File: config.mk
export PLATFORM = sky130hd
export DESIGN_NAME = sprite_palette_scheduler
export DESIGN_NICKNAME = d
export VERILOG_FILES = /design/src/rtl/sprite_palette_scheduler.sv
export SDC_FILE = /design/constraint.sdc
export NUM_CORES = 1
export LEC_CHECK = 0
export ABC_AREA = 1
export CAP_MARGIN = 20
export CORE_AREA = 2 2 79 81
export CTS_CLUSTER_DIAMETER = 60
export DETAILED_ROUTE_END_ITERATION = 10
export DIE_AREA = 0 0 81 83
export GPL_TIMING_DRIVEN = 0
export PLACE_DENSITY = 0.83
export SYNTH_ARGS = -nofsm -noshare
export SYNTH_HDL_FRONTEND = slang
export SYNTH_SLANG_ARGS = --single-unit
File: constraint.sdc
create_clock -name clk_i -period 1.9 [get_ports clk_i]
set_input_delay 0.57 -clock clk_i [delete_from_list [all_inputs] [get_ports clk_i]]
set_output_delay 0.57 -clock clk_i [all_outputs]
set_load 0.005 [all_outputs]
File: src/rtl/sprite_palette_scheduler.sv
// sprite_palette_scheduler
// Shares one 16-entry sprite palette between N_LAYERS overlapping sprite
// layers for a single screen pixel. A request latches the hit mask, the
// per-layer colour indices and the background colour. The hit layers are
// then visited in priority order (layer 0 first), one palette lookup per
// cycle. Layers whose palette colour equals the transparency key are
// skipped. The first opaque colour is returned, or the background colour
// when no opaque layer is found.
module sprite_palette_scheduler #(
  parameter int unsigned N_LAYERS = 4,
  parameter logic [11:0] KEY_RGB  = 12'hF0D,
  localparam int unsigned LW      = (N_LAYERS > 1) ? $clog2(N_LAYERS) : 1
) (
  input  logic                  clk_i,
  input  logic                  reset_n_i,
  input  logic                  pix_start_i,
  input  logic [N_LAYERS-1:0]   layer_hit_i,
  input  logic [4*N_LAYERS-1:0] layer_index_i,
  input  logic [11:0]           bg_rgb_i,
  output logic [3:0]            pal_index_o,
  input  logic [11:0]           pal_rgb_i,
  output logic [11:0]           rgb_out_o,
  output logic                  pix_valid_o,
  output logic                  win_valid_o,
  output logic [LW-1:0]         win_layer_o,
  output logic                  busy_o,
  output logic                  overrun_o,
  input  logic                  overrun_clr_i
);

  typedef enum logic [1:0] {
    ST_IDLE = 2'd0,
    ST_SCAN = 2'd1,
    ST_DONE = 2'd2
  } state_e;

  // Position of the lowest set bit, i.e. the highest-priority pending layer.
  function automatic logic [LW-1:0] lowest_set(input logic [N_LAYERS-1:0] mask);
    logic [LW-1:0] pos;
    pos = '0;
    for (int i = N_LAYERS - 1; i >= 0; i--) begin
      if (mask[i]) begin
        pos = LW'(i);
      end else begin
        pos = pos;
      end
    end
    return pos;
  endfunction

  state_e                  state_q, state_d;
  logic [N_LAYERS-1:0]     pending_q, pending_d;
  logic [4*N_LAYERS-1:0]   idx_q, idx_d;
  logic [11:0]             bg_q, bg_d;
  logic [11:0]             rgb_q, rgb_d;
  logic                    win_valid_q, win_valid_d;
  logic [LW-1:0]           win_layer_q, win_layer_d;
  logic                    pix_valid_q, pix_valid_d;
  logic                    busy_q, busy_d;
  logic                    overrun_q, overrun_d;

  logic [LW-1:0]           sel_s;
  logic                    scan_active_s;
  logic [3:0]              pal_index_s;

  // Next-state, palette address and result selection.
  always_comb begin
    state_d     = state_q;
    pending_d   = pending_q;
    idx_d       = idx_q;
    bg_d        = bg_q;
    rgb_d       = rgb_q;
    win_valid_d = win_valid_q;
    win_layer_d = win_layer_q;

    // The palette is addressed combinationally so its colour can be judged
    // in the same cycle; it is parked at 0 whenever no layer is examined.
    sel_s         = lowest_set(pending_q);
    scan_active_s = (state_q == ST_SCAN) && (pending_q != '0);
    if (scan_active_s) begin
      pal_index_s = idx_q[{sel_s, 2'b00} +: 4];
    end else begin
      pal_index_s = 4'd0;
    end

    case (state_q)
      ST_IDLE: begin
        if (pix_start_i) begin
          pending_d = layer_hit_i;
          idx_d     = layer_index_i;
          bg_d      = bg_rgb_i;
          state_d   = ST_SCAN;
        end else begin
          state_d   = ST_IDLE;
        end
      end
      ST_SCAN: begin
        if (pending_q == '0) begin
          // Nothing opaque left: fall back to the latched background.
          rgb_d       = bg_q;
          win_valid_d = 1'b0;
          win_layer_d = '0;
          state_d     = ST_DONE;
        end else if (pal_rgb_i != KEY_RGB) begin
          rgb_d       = pal_rgb_i;
          win_valid_d = 1'b1;
          win_layer_d = sel_s;
          state_d     = ST_DONE;
        end else begin
          // Transparent: drop this layer and look at the next one.
          pending_d[sel_s] = 1'b0;
          state_d          = ST_SCAN;
        end
      end
      ST_DONE: begin
        // A request here restarts immediately, giving back-to-back pixels.
        if (pix_start_i) begin
          pending_d = layer_hit_i;
          idx_d     = layer_index_i;
          bg_d      = bg_rgb_i;
          state_d   = ST_SCAN;
        end else begin
          state_d   = ST_IDLE;
        end
      end
      default: begin
        state_d = ST_IDLE;
      end
    endcase

    // A request while scanning is dropped and flagged; setting beats clearing.
    if ((state_q == ST_SCAN) && pix_start_i) begin
      overrun_d = 1'b1;
    end else if (overrun_clr_i) begin
      overrun_d = 1'b0;
    end else begin
      overrun_d = overrun_q;
    end

    pix_valid_d = (state_d == ST_DONE);
    busy_d      = (state_d == ST_SCAN);
  end

  // State, latched request and registered result with asynchronous reset.
  always_ff @(posedge clk_i or negedge reset_n_i) begin
    if (!reset_n_i) begin
      state_q     <= ST_IDLE;
      pending_q   <= '0;
      idx_q       <= '0;
      bg_q        <= 12'h000;
      rgb_q       <= 12'h000;
      win_valid_q <= 1'b0;
      win_layer_q <= '0;
      pix_valid_q <= 1'b0;
      busy_q      <= 1'b0;
      overrun_q   <= 1'b0;
    end else begin
      state_q     <= state_d;
      pending_q   <= pending_d;
      idx_q       <= idx_d;
      bg_q        <= bg_d;
      rgb_q       <= rgb_d;
      win_valid_q <= win_valid_d;
      win_layer_q <= win_layer_d;
      pix_valid_q <= pix_valid_d;
      busy_q      <= busy_d;
      overrun_q   <= overrun_d;
    end
  end

  assign pal_index_o = pal_index_s;
  assign rgb_out_o   = rgb_q;
  assign pix_valid_o = pix_valid_q;
  assign win_valid_o = win_valid_q;
  assign win_layer_o = win_layer_q;
  assign busy_o      = busy_q;
  assign overrun_o   = overrun_q;

endmodule

==> results.sh <==
export IMPL_status="complete, but fails checks"
export IMPL_failed_checks="setup timing"
export IMPL_die_area_mm2=0.00672
export IMPL_clkLatencyLatePin_ns=0.31
export IMPL_crit_fanout=5
export IMPL_wl_per_cell_um=13.2
export IMPL_maxSlewViolCount=0
export IMPL_via_per_inst=4.87
export IMPL_yosysMostFrequentCell="nand2_1"
export IMPL_antenna_left=0
export IMPL_io_pin_count=70
export IMPL_antenna_found_initial=0
export IMPL_p_seq_frac=0.432
export IMPL_synth_area_top_cells="dfrtp_1, nand2_1, nand3_1"
export IMPL_synthArstFlopShare=1.00
export IMPL_setup_violations_final=4
export IMPL_seq_area_frac_synth=0.519
export IMPL_initial_core_util=0.431
export IMPL_dpl_hpwl_mm=4.47
export IMPL_crit_slowest_cell="dfrtp_1"
export IMPL_vias=2240
export IMPL_synth_cell_types=24
export IMPL_place_gp_congestion=0.860
export IMPL_yosysWarnings=0
export IMPL_slew_headroom=0.725
export IMPL_irDropWorstVdd_v=0.000570
export IMPL_htree_levels=2
export IMPL_first_iter_violations=106
export IMPL_power_density_mw_per_mm2=933
export IMPL_fp_dieH_um=83
export IMPL_cpPeakStageDelay_ns=0.39
export IMPL_p_sw_uw=1020
export IMPL_arrival_ns=1.55
export IMPL_p_int_uw=2330
export IMPL_grtUsageTotal=0.192
export IMPL_rsz0062_at_grt="yes"
export IMPL_skew_ns=0.0117
export IMPL_drive_gt1_frac=0.203
export IMPL_worst_pin_slew_ns=0.413
export IMPL_finalHoldViolations=0
export IMPL_critPathKind="reg2out"
export IMPL_syn_num_nets=344
export IMPL_synth_common_cells="nand2_1, dfrtp_1, inv_1"
export IMPL_synth_avg_cell_area_um2=8.47
export IMPL_clock_sinks=52
export IMPL_synth_largest_area_cell="dfrtp_1"
export IMPL_cap_violations=0
export IMPL_synthesis_area_mm2=0.00251
export IMPL_period_share=1.12
export IMPL_synth_top_cell_area_share=0.519
export IMPL_p_leak_uw=0.00174
export IMPL_min_period_ns=2.12
export IMPL_grt_max_degree=36
export IMPL_core_area_mm2=0.00582
export IMPL_register_area_mm2=0.00131
export IMPL_first_pass_iters=4
export IMPL_cts_buffers=5
export IMPL_min_path_type="in2async"
export IMPL_antennaDiodeCount=0
export IMPL_grt_ovfl_total=0
export IMPL_port_buffers=69
export IMPL_grt_pass1_wl_mm=10.1
export IMPL_critPathLaunchType="flop"
export IMPL_fp_dieW_um=81
export IMPL_power_frac_comb=0.343
export IMPL_cts_buffer_depth=2
export IMPL_final_util=0.616
export IMPL_synth_cells=296
export IMPL_clkPwrFrac=0.225
export IMPL_endpoint_kind="primary output"
export IMPL_drc_errors=0
export IMPL_fmax_mhz=471
export IMPL_grt_pass1_vias=2141
export IMPL_hold_worst_slack_ns=0.177
export IMPL_cts_tree="yes"
export IMPL_path_cells="buf_6, inv_4, nand2_4, nand2_4, nand2_4, nand2_2, nand3_2, a21oi_2, buf_2"
export IMPL_worst_path_most_repeated_cell="nand2_4"
export IMPL_area_growth_pct=42.9
export IMPL_multi_input_area_mm2=0.00107
export IMPL_clkTransAtPathRegs_ns=0.10
export IMPL_cts_root_buf="clkbuf_8"
export IMPL_fill_cells=518
export IMPL_nets=432
export IMPL_synth_edf_count=0
export IMPL_postRouteWirelength_mm=6.07
export IMPL_synth_ff_type="dfrtp_1"
export IMPL_core_rowCount=28
export IMPL_setup_ws_ns=-0.224
export IMPL_switching_share=0.304
export IMPL_cp_required_ns=1.33
export IMPL_ys_seq_elements=52
## layer usage
layer | track usage | up-vias | wire [µm]
met2 | 0.327 | 77 | 3120
li1 | - | 1114 | -
met5 | 0 | - | 0
met3 | 0.0402 | 6 | 297
met4 | 0.0370 | 0 | 51
met1 | 0.251 | 1043 | 2600
## critical path: cells and delay by family (launching register included)
family / cells / cell delay [ns]
AOI/OAI and AO/OA: 1 / 0.16
and+or+nand+nor: 5 / 0.36
buffers and inverters: 3 / 0.34
DFF: 1 / 0.39
## state kept, by name, indices dropped and copies added (netlist names)
name and flops:
bg_q 12, busy_o 1, idx_q 16, overrun_o 1, pending_q 4, pix_valid_o 1, rgb_out_o 12, state_q 2
win_layer_o 2, win_valid_o 1
## path summary, 6_finish.rpt
check / from / cells past startpoint / slack (ns) / to
min in group clk_i: idx_q[6]$_DFFE_PN0N_ / 1 / 0.50 / idx_q[6]$_DFFE_PN0N_
min: reset_n_i / 1 / 0.18 / overrun_o$_DFFE_PN0P_
max: pending_q[2]$_DFFE_PN0P_ / 9 / -0.22 / pal_index_o[0]
max in group asynchronous: reset_n_i / 2 / 1.19 / pending_q[1]$_DFFE_PN0P_
min reg2reg: idx_q[6]$_DFFE_PN0N_ / 1 / 0.50 / idx_q[6]$_DFFE_PN0N_
max reg2reg: pending_q[2]$_DFFE_PN0P_ / 9 / 0.37 / rgb_out_o[10]$_DFFE_PN0P_
## kinds of logic (layout without fill, tap and decap cells)
group                  after synthesis  in the layout  synth area share
flip-flops                          52             52             0.519
AND/OR/NAND/NOR                    141            141             0.258
multiplexers                         8              8            0.0359
AO/OA/AOI/OAI                       45             45            0.0964
buffers and inverters               50            139            0.0909
## cell type report
type                            count  share of cell area
Tap cell                           75              0.0262
Inverter                           39              0.0416
Clock buffer                        5              0.0192
Multi-Input combinational cell    194               0.298
Buffer                             11              0.0227
Clock inverter                      3              0.0119
Sequential cell                    52               0.364
Timing Repair Buffer               81               0.217
## layout by cell type (no fill, tap or decap), types with 6 or more instances in the layout
| master | n |
|---|---|
| a21oi_1 | 20 |
| buf_2 | 10 |
| buf_4 | 12 |
| clkdlybuf4s50_1 | 64 |
| dfrtp_1 | 49 |
| inv_1 | 33 |
| mux2_2 | 6 |
| nand2_1 | 66 |
| nand3_1 | 24 |
| nand3_2 | 6 |
| nor2_1 | 26 |
| o21ai_0 | 10 |
| o21ai_1 | 7 |
## power by group through the flow
stage          registers (µW)  clock network (µW)  logic [µW]
6_report                 1440                 752        1150
5_1_grt                  1470                 810        1270
4_1_cts                  1440                 772        1110
3_5_place_dp             1460                   0        1010
3_3_place_gp             1450                   0         974
2_1_floorplan            1460                   0         494
## repair_timing
action / in CTS / in global routing
hold buffers: 0 / 0
hold endpoints to repair: 0 / 0
endpoints found under the setup margin: 4 / 8
setup buffers: 8 / 3
pin swaps: 8 / 4
resized for setup: 46 / 6
## through the flow
stage | setup slack (ns) | total power, µW | cell area [µm²] | setup TNS [ns] | std cells
2_1_floorplan | 0.197 | 1950 | 2510 | 0 | 296
3_3_place_gp | -1.17 | 2430 | 3290 | -64.87 | 440
3_5_place_dp | -0.634 | 2470 | 3310 | -5.49 | 441
4_1_cts | -0.214 | 3320 | 3530 | -0.792 | 457
5_1_grt | -0.333 | 3560 | 3580 | -1.20 | 460
6_report | -0.224 | 3340 | 3580 | -0.805 | 460
Note: power is estimated with default switching activity, not from simulation.
